File: src/rtl/count_adjacent_mines_pkg.sv
// count_adjacent_mines_pkg
// Shared definitions for the board-setup blocks: default board size, the
// one-hot state encoding used by every setup stage, the neighbour-count
// width and the neighbour index constants that walk the 3x3 window.
// No ports; imported with count_adjacent_mines_pkg::*.
package count_adjacent_mines_pkg;

    localparam int DEFAULT_BOARD_WIDTH  = 8;
    localparam int DEFAULT_BOARD_HEIGHT = 8;

    // Widest possible count is 8, so four bits always suffice.
    localparam int COUNT_W = 4;

    // The 3x3 window is walked row-major: k = 3*row + col, centre is k = 4.
    localparam logic [3:0] K_FIRST  = 4'd0;
    localparam logic [3:0] K_CENTRE = 4'd4;
    localparam logic [3:0] K_LAST   = 4'd8;

    typedef enum logic [3:0] {
        ST_INIT  = 4'b0001,
        ST_SCAN  = 4'b0010,
        ST_WRITE = 4'b0100,
        ST_DONE  = 4'b1000
    } state_e;

endpackage

File: src/rtl/count_adjacent_mines_if.sv
// count_adjacent_mines_if
// Bundles the start/ack handshake, the mine-board read port, the
// count-board write port and the one-hot state indicators.
//   master : the adjacency counter (drives addresses, writes, indicators)
//   slave  : the surrounding game logic and board memories
// Parameters BOARD_WIDTH/BOARD_HEIGHT size the coordinate fields.
interface count_adjacent_mines_if
    import count_adjacent_mines_pkg::*;
#(
    parameter int BOARD_WIDTH  = DEFAULT_BOARD_WIDTH,
    parameter int BOARD_HEIGHT = DEFAULT_BOARD_HEIGHT
);
    localparam int XW = $clog2(BOARD_WIDTH);
    localparam int YW = $clog2(BOARD_HEIGHT);

    logic               start;
    logic               ack;
    logic [XW-1:0]      rdX;
    logic [YW-1:0]      rdY;
    logic               mineBoardReadValue;
    logic [XW-1:0]      wrX;
    logic [YW-1:0]      wrY;
    logic [COUNT_W-1:0] countOut;
    logic               writeEn;
    logic               init;
    logic               scan;
    logic               write;
    logic               done;

    modport master (
        input  start, ack, mineBoardReadValue,
        output rdX, rdY, wrX, wrY, countOut, writeEn, init, scan, write, done
    );

    modport slave (
        output start, ack, mineBoardReadValue,
        input  rdX, rdY, wrX, wrY, countOut, writeEn, init, scan, write, done
    );

endinterface

File: src/rtl/count_adjacent_mines_neighbor_addr.sv
// neighbor_addr
// Purely combinational: maps a centre cell and a window index k (0..8)
// to the neighbour coordinate and whether it lies on the board.
//   cx_i, cy_i : centre cell
//   k_i        : window index, dx = k%3-1, dy = k/3-1
//   nx_o, ny_o : neighbour coordinate (meaningful only when valid_o)
//   valid_o    : neighbour is on the board and is not the centre itself
module neighbor_addr
    import count_adjacent_mines_pkg::*;
#(
    parameter  int BOARD_WIDTH  = DEFAULT_BOARD_WIDTH,
    parameter  int BOARD_HEIGHT = DEFAULT_BOARD_HEIGHT,
    localparam int XW           = $clog2(BOARD_WIDTH),
    localparam int YW           = $clog2(BOARD_HEIGHT)
) (
    input  logic [XW-1:0] cx_i,
    input  logic [YW-1:0] cy_i,
    input  logic [3:0]    k_i,
    output logic [XW-1:0] nx_o,
    output logic [YW-1:0] ny_o,
    output logic          valid_o
);

    logic [1:0]  colSel;
    logic [1:0]  rowSel;
    logic [XW:0] nxWide;
    logic [YW:0] nyWide;
    logic        xInRange;
    logic        yInRange;

    // Split k into column/row selectors without a divider. Any k above 8
    // falls onto the centre so it can never be reported as valid.
    always_comb begin
        colSel = 2'd1;
        rowSel = 2'd1;
        case (k_i)
            4'd0: begin colSel = 2'd0; rowSel = 2'd0; end
            4'd1: begin colSel = 2'd1; rowSel = 2'd0; end
            4'd2: begin colSel = 2'd2; rowSel = 2'd0; end
            4'd3: begin colSel = 2'd0; rowSel = 2'd1; end
            4'd5: begin colSel = 2'd2; rowSel = 2'd1; end
            4'd6: begin colSel = 2'd0; rowSel = 2'd2; end
            4'd7: begin colSel = 2'd1; rowSel = 2'd2; end
            4'd8: begin colSel = 2'd2; rowSel = 2'd2; end
            default: begin colSel = 2'd1; rowSel = 2'd1; end
        endcase
    end

    // Offsets are applied one bit wider than the coordinate, so stepping
    // left of column 0 lands far above the board and stepping right of the
    // last column is caught by the same upper-bound compare.
    always_comb begin
        nxWide = {1'b0, cx_i};
        nyWide = {1'b0, cy_i};
        if (colSel == 2'd0) nxWide = {1'b0, cx_i} - (XW+1)'(1);
        if (colSel == 2'd2) nxWide = {1'b0, cx_i} + (XW+1)'(1);
        if (rowSel == 2'd0) nyWide = {1'b0, cy_i} - (YW+1)'(1);
        if (rowSel == 2'd2) nyWide = {1'b0, cy_i} + (YW+1)'(1);
    end

    assign xInRange = (nxWide < (XW+1)'(BOARD_WIDTH));
    assign yInRange = (nyWide < (YW+1)'(BOARD_HEIGHT));
    assign valid_o  = xInRange && yInRange && (k_i != K_CENTRE) && (k_i <= K_LAST);
    assign nx_o     = nxWide[XW-1:0];
    assign ny_o     = nyWide[YW-1:0];

endmodule

File: src/rtl/count_adjacent_mines.sv
// count_adjacent_mines
// After mine placement, visits every cell in row-major order, spends nine
// cycles reading its 3x3 window from the mine board and one cycle writing
// the neighbour-mine count (0..8) into the count board.
//   clk, reset : clock and asynchronous active-high reset
//   boardIf    : master side of count_adjacent_mines_if (start/ack,
//                mine-board read port, count-board write port,
//                one-hot init/scan/write/done indicators)
module count_adjacent_mines
    import count_adjacent_mines_pkg::*;
#(
    parameter int BOARD_WIDTH  = DEFAULT_BOARD_WIDTH,
    parameter int BOARD_HEIGHT = DEFAULT_BOARD_HEIGHT
) (
    input  logic                   clk,
    input  logic                   reset,
    count_adjacent_mines_if.master boardIf
);

    localparam int XW = $clog2(BOARD_WIDTH);
    localparam int YW = $clog2(BOARD_HEIGHT);

    state_e             stateQ, stateD;
    logic [XW-1:0]      cxQ, cxD;
    logic [YW-1:0]      cyQ, cyD;
    logic [3:0]         kQ, kD;
    logic [COUNT_W-1:0] accQ, accD;

    logic [XW-1:0]      nbX;
    logic [YW-1:0]      nbY;
    logic               nbValid;
    logic               lastCol;
    logic               lastCell;

    neighbor_addr #(
        .BOARD_WIDTH  (BOARD_WIDTH),
        .BOARD_HEIGHT (BOARD_HEIGHT)
    ) uNeighborAddr (
        .cx_i    (cxQ),
        .cy_i    (cyQ),
        .k_i     (kQ),
        .nx_o    (nbX),
        .ny_o    (nbY),
        .valid_o (nbValid)
    );

    assign lastCol  = (cxQ == XW'(BOARD_WIDTH - 1));
    assign lastCell = lastCol && (cyQ == YW'(BOARD_HEIGHT - 1));

    // State and datapath registers; reset returns to an idle INIT with
    // every counter cleared so a half-finished scan leaves nothing behind.
    always_ff @(posedge clk or posedge reset) begin
        if (reset) begin
            stateQ <= ST_INIT;
            cxQ    <= '0;
            cyQ    <= '0;
            kQ     <= K_FIRST;
            accQ   <= '0;
        end else begin
            stateQ <= stateD;
            cxQ    <= cxD;
            cyQ    <= cyD;
            kQ     <= kD;
            accQ   <= accD;
        end
    end

    // Next-state and outputs. Every window slot costs exactly one SCAN
    // cycle, including the centre and off-board slots, so each cell takes
    // a fixed ten cycles. Off-board slots park the read address on the
    // centre cell so the mine board is never addressed outside its extent.
    always_comb begin
        stateD           = stateQ;
        cxD              = cxQ;
        cyD              = cyQ;
        kD               = kQ;
        accD             = accQ;
        boardIf.rdX      = cxQ;
        boardIf.rdY      = cyQ;
        boardIf.wrX      = '0;
        boardIf.wrY      = '0;
        boardIf.countOut = '0;
        boardIf.writeEn  = 1'b0;

        case (stateQ)
            ST_INIT: begin
                cxD  = '0;
                cyD  = '0;
                kD   = K_FIRST;
                accD = '0;
                if (boardIf.start) stateD = ST_SCAN;
            end
            ST_SCAN: begin
                if (nbValid) begin
                    boardIf.rdX = nbX;
                    boardIf.rdY = nbY;
                end
                if (nbValid && boardIf.mineBoardReadValue) accD = accQ + COUNT_W'(1);
                if (kQ == K_LAST) stateD = ST_WRITE;
                else              kD     = kQ + 4'd1;
            end
            ST_WRITE: begin
                boardIf.writeEn  = 1'b1;
                boardIf.wrX      = cxQ;
                boardIf.wrY      = cyQ;
                boardIf.countOut = accQ;
                accD             = '0;
                kD               = K_FIRST;
                if (lastCell) begin
                    stateD = ST_DONE;
                end else begin
                    stateD = ST_SCAN;
                    if (lastCol) begin
                        cxD = '0;
                        cyD = cyQ + YW'(1);
                    end else begin
                        cxD = cxQ + XW'(1);
                    end
                end
            end
            ST_DONE: begin
                if (boardIf.ack) stateD = ST_INIT;
            end
            default: begin
                stateD = ST_INIT;
            end
        endcase
    end

    assign boardIf.init  = (stateQ == ST_INIT);
    assign boardIf.scan  = (stateQ == ST_SCAN);
    assign boardIf.write = (stateQ == ST_WRITE);
    assign boardIf.done  = (stateQ == ST_DONE);

endmodule

File: src/flat_wrapper.sv
// flat-port wrapper written by rule: the top's interface ports become plain ports
module count_adjacent_mines_flat import count_adjacent_mines_pkg::*;
#(
    parameter int BOARD_WIDTH  = DEFAULT_BOARD_WIDTH,
    parameter int BOARD_HEIGHT = DEFAULT_BOARD_HEIGHT
)
  (clk, reset, boardIf_start, boardIf_ack, boardIf_mineBoardReadValue, boardIf_rdX, boardIf_rdY, boardIf_wrX, boardIf_wrY, boardIf_countOut, boardIf_writeEn, boardIf_init, boardIf_scan, boardIf_write, boardIf_done);
  count_adjacent_mines_if #(.BOARD_WIDTH(BOARD_WIDTH), .BOARD_HEIGHT(BOARD_HEIGHT)) boardIf_i ();
  input  logic clk;
  input  logic reset;
  input wire logic [$bits(boardIf_i.start)-1:0] boardIf_start;
  input wire logic [$bits(boardIf_i.ack)-1:0] boardIf_ack;
  input wire logic [$bits(boardIf_i.mineBoardReadValue)-1:0] boardIf_mineBoardReadValue;
  output wire logic [$bits(boardIf_i.rdX)-1:0] boardIf_rdX;
  output wire logic [$bits(boardIf_i.rdY)-1:0] boardIf_rdY;
  output wire logic [$bits(boardIf_i.wrX)-1:0] boardIf_wrX;
  output wire logic [$bits(boardIf_i.wrY)-1:0] boardIf_wrY;
  output wire logic [$bits(boardIf_i.countOut)-1:0] boardIf_countOut;
  output wire logic [$bits(boardIf_i.writeEn)-1:0] boardIf_writeEn;
  output wire logic [$bits(boardIf_i.init)-1:0] boardIf_init;
  output wire logic [$bits(boardIf_i.scan)-1:0] boardIf_scan;
  output wire logic [$bits(boardIf_i.write)-1:0] boardIf_write;
  output wire logic [$bits(boardIf_i.done)-1:0] boardIf_done;
  assign boardIf_i.start = boardIf_start;
  assign boardIf_i.ack = boardIf_ack;
  assign boardIf_i.mineBoardReadValue = boardIf_mineBoardReadValue;
  assign boardIf_rdX = boardIf_i.rdX;
  assign boardIf_rdY = boardIf_i.rdY;
  assign boardIf_wrX = boardIf_i.wrX;
  assign boardIf_wrY = boardIf_i.wrY;
  assign boardIf_countOut = boardIf_i.countOut;
  assign boardIf_writeEn = boardIf_i.writeEn;
  assign boardIf_init = boardIf_i.init;
  assign boardIf_scan = boardIf_i.scan;
  assign boardIf_write = boardIf_i.write;
  assign boardIf_done = boardIf_i.done;
  count_adjacent_mines #(.BOARD_WIDTH(BOARD_WIDTH), .BOARD_HEIGHT(BOARD_HEIGHT)) u_core (.clk(clk), .reset(reset), .boardIf(boardIf_i));
endmodule
File: config.mk
export PLATFORM = sky130hd
export DESIGN_NAME = count_adjacent_mines_flat
export DESIGN_NICKNAME = d
export VERILOG_FILES = /design/src/rtl/count_adjacent_mines_pkg.sv /design/src/rtl/count_adjacent_mines_if.sv /design/src/rtl/count_adjacent_mines_neighbor_addr.sv /design/src/rtl/count_adjacent_mines.sv /design/src/flat_wrapper.sv
export SDC_FILE = /design/constraint.sdc
export NUM_CORES = 1
export LEC_CHECK = 0
export BUFFER_PORTS_ARGS = -buffer_cell sky130_fd_sc_hd__buf_4
export CORE_ASPECT_RATIO = 1.75
export CORE_MARGIN = 2
export CORE_UTILIZATION = 30
export DETAILED_ROUTE_END_ITERATION = 16
export HOLD_SLACK_MARGIN = 0.02
export SLEW_MARGIN = 20
export SYNTH_ARGS = -nofsm -noshare
export SYNTH_HDL_FRONTEND = slang
export SYNTH_SLANG_ARGS = --single-unit
export TNS_END_PERCENT = 30
File: constraint.sdc
create_clock -name clk -period 2.35 [get_ports clk]
set_input_delay 0.47 -clock clk [delete_from_list [all_inputs] [get_ports clk]]
set_output_delay 0.47 -clock clk [all_outputs]
set_load 0.03 [all_outputs]
==> qor.tcl <==
set qor(final-seq-area_um2) 452
set qor(dp_worst_setup_slack_ns) -0.178
set qor(die_h_um) 95.5
set qor(critical-path-top-delay-family) {simple AND/OR/NAND/NOR gates}
set qor(clk_transition_reported_paths_ns) 0.07
set qor(synthArstFlopShare_pct) 100
set qor(netlist_area_um2) 1430
set qor(topRoutingLayerUsed) {met4}
set qor(drt-initial-drc-count) 27
set qor(detail_route.vias_per_cell) 5.20
set qor(syn-instance-count) 171
set qor(number_of_enable_flip_flop_cells_after_synthesis) 0
set qor(yosys_synthesis_warning_count) 0
set qor(net-switching-power_uw) 475
set qor(route.detailed.drc) 0
set qor(cts_buffers) 3
set qor(drive_gt1_share_pct) 38.3
set qor(timing_max_transition_violations_final) 0
set qor(critical_path_arrival_ns) 2.24
set qor(timing.final.hold_violations) 0
set qor(synth-seq-cells) 18
set qor(synth-main-ff-cell) {dfrtp_1}
set qor(crit_type) {register to output pin}
set qor(cellPowerDensity_nw_per_um2) 587
set qor(maxCapViolCount) 0
set qor(cts_hold_buffers) 0
set qor(run_status) {finished, violations left}
set qor(cts_sinks) 18
set qor(timing.critical_path.required_ns) 1.88
set qor(multi_input_comb_area_um2) 1060
set qor(cp_max_fo) 3
set qor(setup_ws_ns) -0.359
set qor(routed-wl-met2_mm) 2.32
set qor(first_global_vias) 1488
set qor(post-dp-hpwl_mm) 3.24
set qor(critical_path_cell_count) 8
set qor(pwr-share-clk_pct) 21.2
set qor(synth-seq-area-share_pct) 31.5
set qor(r2r_cells) 8
set qor(power.ir.vdd_worst_uv) 457
set qor(avgSynthCellArea_um2) 8.39
set qor(area_of_the_core_um2) 4620
set qor(final_nets) 239
set qor(finalWeightedCongestion) 0.837
set qor(insertion_delay_ns) 0.26
set qor(worst_slew_pin_slew_ns) 0.746
set qor(maxClockFrequency_ghz) 0.369
set qor(layout_worst_path_cycle_share_pct) 115
set qor(failed_checks) {negative setup slack}
set qor(clockBufferDepth) 2
set qor(p_leak_nw) 0.965
set qor(dr_wl_met3_um) 88
set qor(timing.critical_path.to) {boardIf_rdY[0]}
set qor(layout.cells.most_common_list) {buf_4, nand2_1, dfrtp_1}
set qor(overall_global_routing_usage_pct) 15.7
set qor(tritoncts) {done}
set qor(grt_setup_unrepaired) {true}
set qor(die_width_um) 56.3
set qor(detailroute.via_count) 1426
set qor(synth_top_area_share_pct) 29.7
set qor(floorplan.rows) 33
set qor(postRouteWirelength_mm) 4.00
set qor(leading_cell_type_in_the_layout_fill_and_taps_excluded) {buf_4}
set qor(synth_cell_type_count) 49
set qor(diodes) 0
set qor(critical_r2r_launch) {u_core.kQ[0]$_DFFE_PP0P_}
set qor(fraction_of_power_spent_switching_nets_pct) 38.5
set qor(pin_count) 26
set qor(min-delay-path-class) {input pin to async pin}
set qor(combinationalPowerShare_pct) 49.4
set qor(synth_area_leader_cell) {dfrtp_1}
set qor(crit_path_max_incr_delay_ns) 0.47
set qor(grt_start_max_net_pins) 19
set qor(critical_path.endpoint_type) {output pin}
set qor(cts-htree-levels) 1
set qor(power.sequential.fraction_pct) 29.4
set qor(finalClockSkew_ns) 0.00325
set qor(clock-root-buffer) {clkbuf_8}
set qor(area_delta_synth_final_pct) 46.7
set qor(place.port_buffers) 25
set qor(gr-total-overflow) 0
set qor(timing.critical_path.cells) {inv_2, ha_1, or4b_4, a31o_4, and4_4, nand2_4, xnor2_4, buf_6}
set qor(m1WireLength_mm) 1.48
set qor(timing.slew.headroom_pct) 50.2
set qor(critical_path.slowest_cell) {or4b_4}
set qor(antenna_found_initial) 0
set qor(ant_nets) 0
set qor(cellInternalPower_uw) 760
set qor(floorplan.initialDensity_pct) 31.0
set qor(postSynthNetCount) 187
set qor(filler_cell_count) 481
set qor(finalWorstPathRequiredPeriod_ns) 2.71
set qor(floorplan.die_area_um2) 5370
set qor(cp-startpoint) {u_core.kQ[0]$_DFFE_PP0P_}
set qor(worst_case_register_to_register_setup_slack_ns) -0.01
set qor(final-setup-viol-count) 7
set qor(critical_path.startpoint_type) {register}
set qor(finish.utilization_pct) 45.5
set qor(wire_per_inst_um) 14.6
set qor(cp_num_buf_inv) 2
set qor(wire_length_of_the_first_global_routing_pass_mm) 6.54
set qor(drt-pass1-iter-count) 4
set qor(worstReg2RegEnd) {u_core.accQ[3]$_DFFE_PP0P_}
set qor(synth.top_cells.by_area) {dfrtp_1, ha_1, nand2_1, nor2_1, o21ai_0}
cells by family after synthesis:
logic type / Yosys count / share of synthesized area (%)
flip-flops: 18 / 31.5
multiplexers: 5 / 3.75
AND/OR/NAND/NOR: 72 / 28.2
buffers and inverters: 19 / 5.24
AO/OA/AOI/OAI: 43 / 19.9
XOR/XNOR: 3 / 1.83
adder cells (fa/ha/maj): 11 / 9.60
power groups by stage:
stage	sequential, mW	combinational [mW]	clock [mW]
floorplan	0.380	0.328	0
global placement	0.368	0.559	0
detailed placement	0.368	0.565	0
CTS	0.363	0.614	0.269
global route	0.366	0.661	0.282
finish	0.363	0.610	0.262
flip-flops by register name, indices dropped and copies added (netlist names):
signal and flops:
u_core.kQ 4, u_core.cxQ 3, u_core.accQ 4, u_core.cyQ 3, u_core.stateQ 4
area by class of cell:
| type | instances | area share, % |
|---|---|---|
| Inverter | 13 | 2.32 |
| Sequential cell | 18 | 21.5 |
| Multi-Input combinational cell | 134 | 50.5 |
| Timing Repair Buffer | 53 | 20.0 |
| Clock buffer | 4 | 2.62 |
| Tap cell | 52 | 3.09 |
cell usage after synthesis, types with 3 or more instances:
library cell,count
and2_1,6
nand3_1,8
o31ai_1,3
nor3_1,3
o21ai_0,11
dfrtp_1,17
ha_1,11
o21ai_1,3
nand2b_1,3
a21oi_1,8
mux2_2,3
inv_1,13
nor2_1,15
nand2_1,18
clkbuf_1,5
worst min path at each step:
stage | startpoint | to | slack [ns] | depth (start not counted)
floorplan | reset | u_core.accQ[0]$_DFFE_PP0P_ | 0.41 | 1
global placement | u_core.accQ[3]$_DFFE_PP0P_ | u_core.accQ[3]$_DFFE_PP0P_ | 0.52 | 2
detailed placement | u_core.accQ[0]$_DFFE_PP0P_ | u_core.accQ[0]$_DFFE_PP0P_ | 0.54 | 1
CTS | reset | u_core.cxQ[0]$_DFFE_PP0P_ | 0.37 | 2
global route | reset | u_core.cxQ[0]$_DFFE_PP0P_ | 0.40 | 2
finish | reset | u_core.cxQ[0]$_DFFE_PP0P_ | 0.34 | 2
per-layer routing:
metal / up-vias / track usage, %
met5: - / 0
met4: 0 / 7.54
met3: 11 / 1.63
met2: 24 / 31.5
met1: 680 / 15.8
li1: 711 / -
timing repair:
item / in CTS / in global routing
setup buffers: 1 / 0
pin swaps: 8 / 3
gates resized for setup: 18 / 2
hold endpoints to repair: 0 / 0
endpoints found under the setup margin: 20 / 8
metrics by stage:
stage          hold WS [ns]  total power [mW]  setup TNS, ns  cells  instance area [um2]
6_report              0.337              1.24          -2.02    274                 2100
5_1_grt               0.404              1.31          -2.58    274                 2100
4_1_cts               0.375              1.25          -2.21    274                 2100
3_5_place_dp          0.542             0.934         -0.972    269                 1970
3_3_place_gp          0.524             0.927         -0.708    269                 1970
2_1_floorplan         0.408             0.708          -1.01    171                 1540
worst reg2reg max path, delay by kind of cell (launching register included):
kind / cells / cell delay [ns]
DFF: 1 / 0.42
and+or+nand+nor: 2 / 0.68
muxes: 1 / 0.31
AOI/OAI and AO/OA: 2 / 0.44
adders and majority gates: 1 / 0.14
buffers and inverters: 2 / 0.31
No activity file was read; power rests on OpenSTA's default activity.
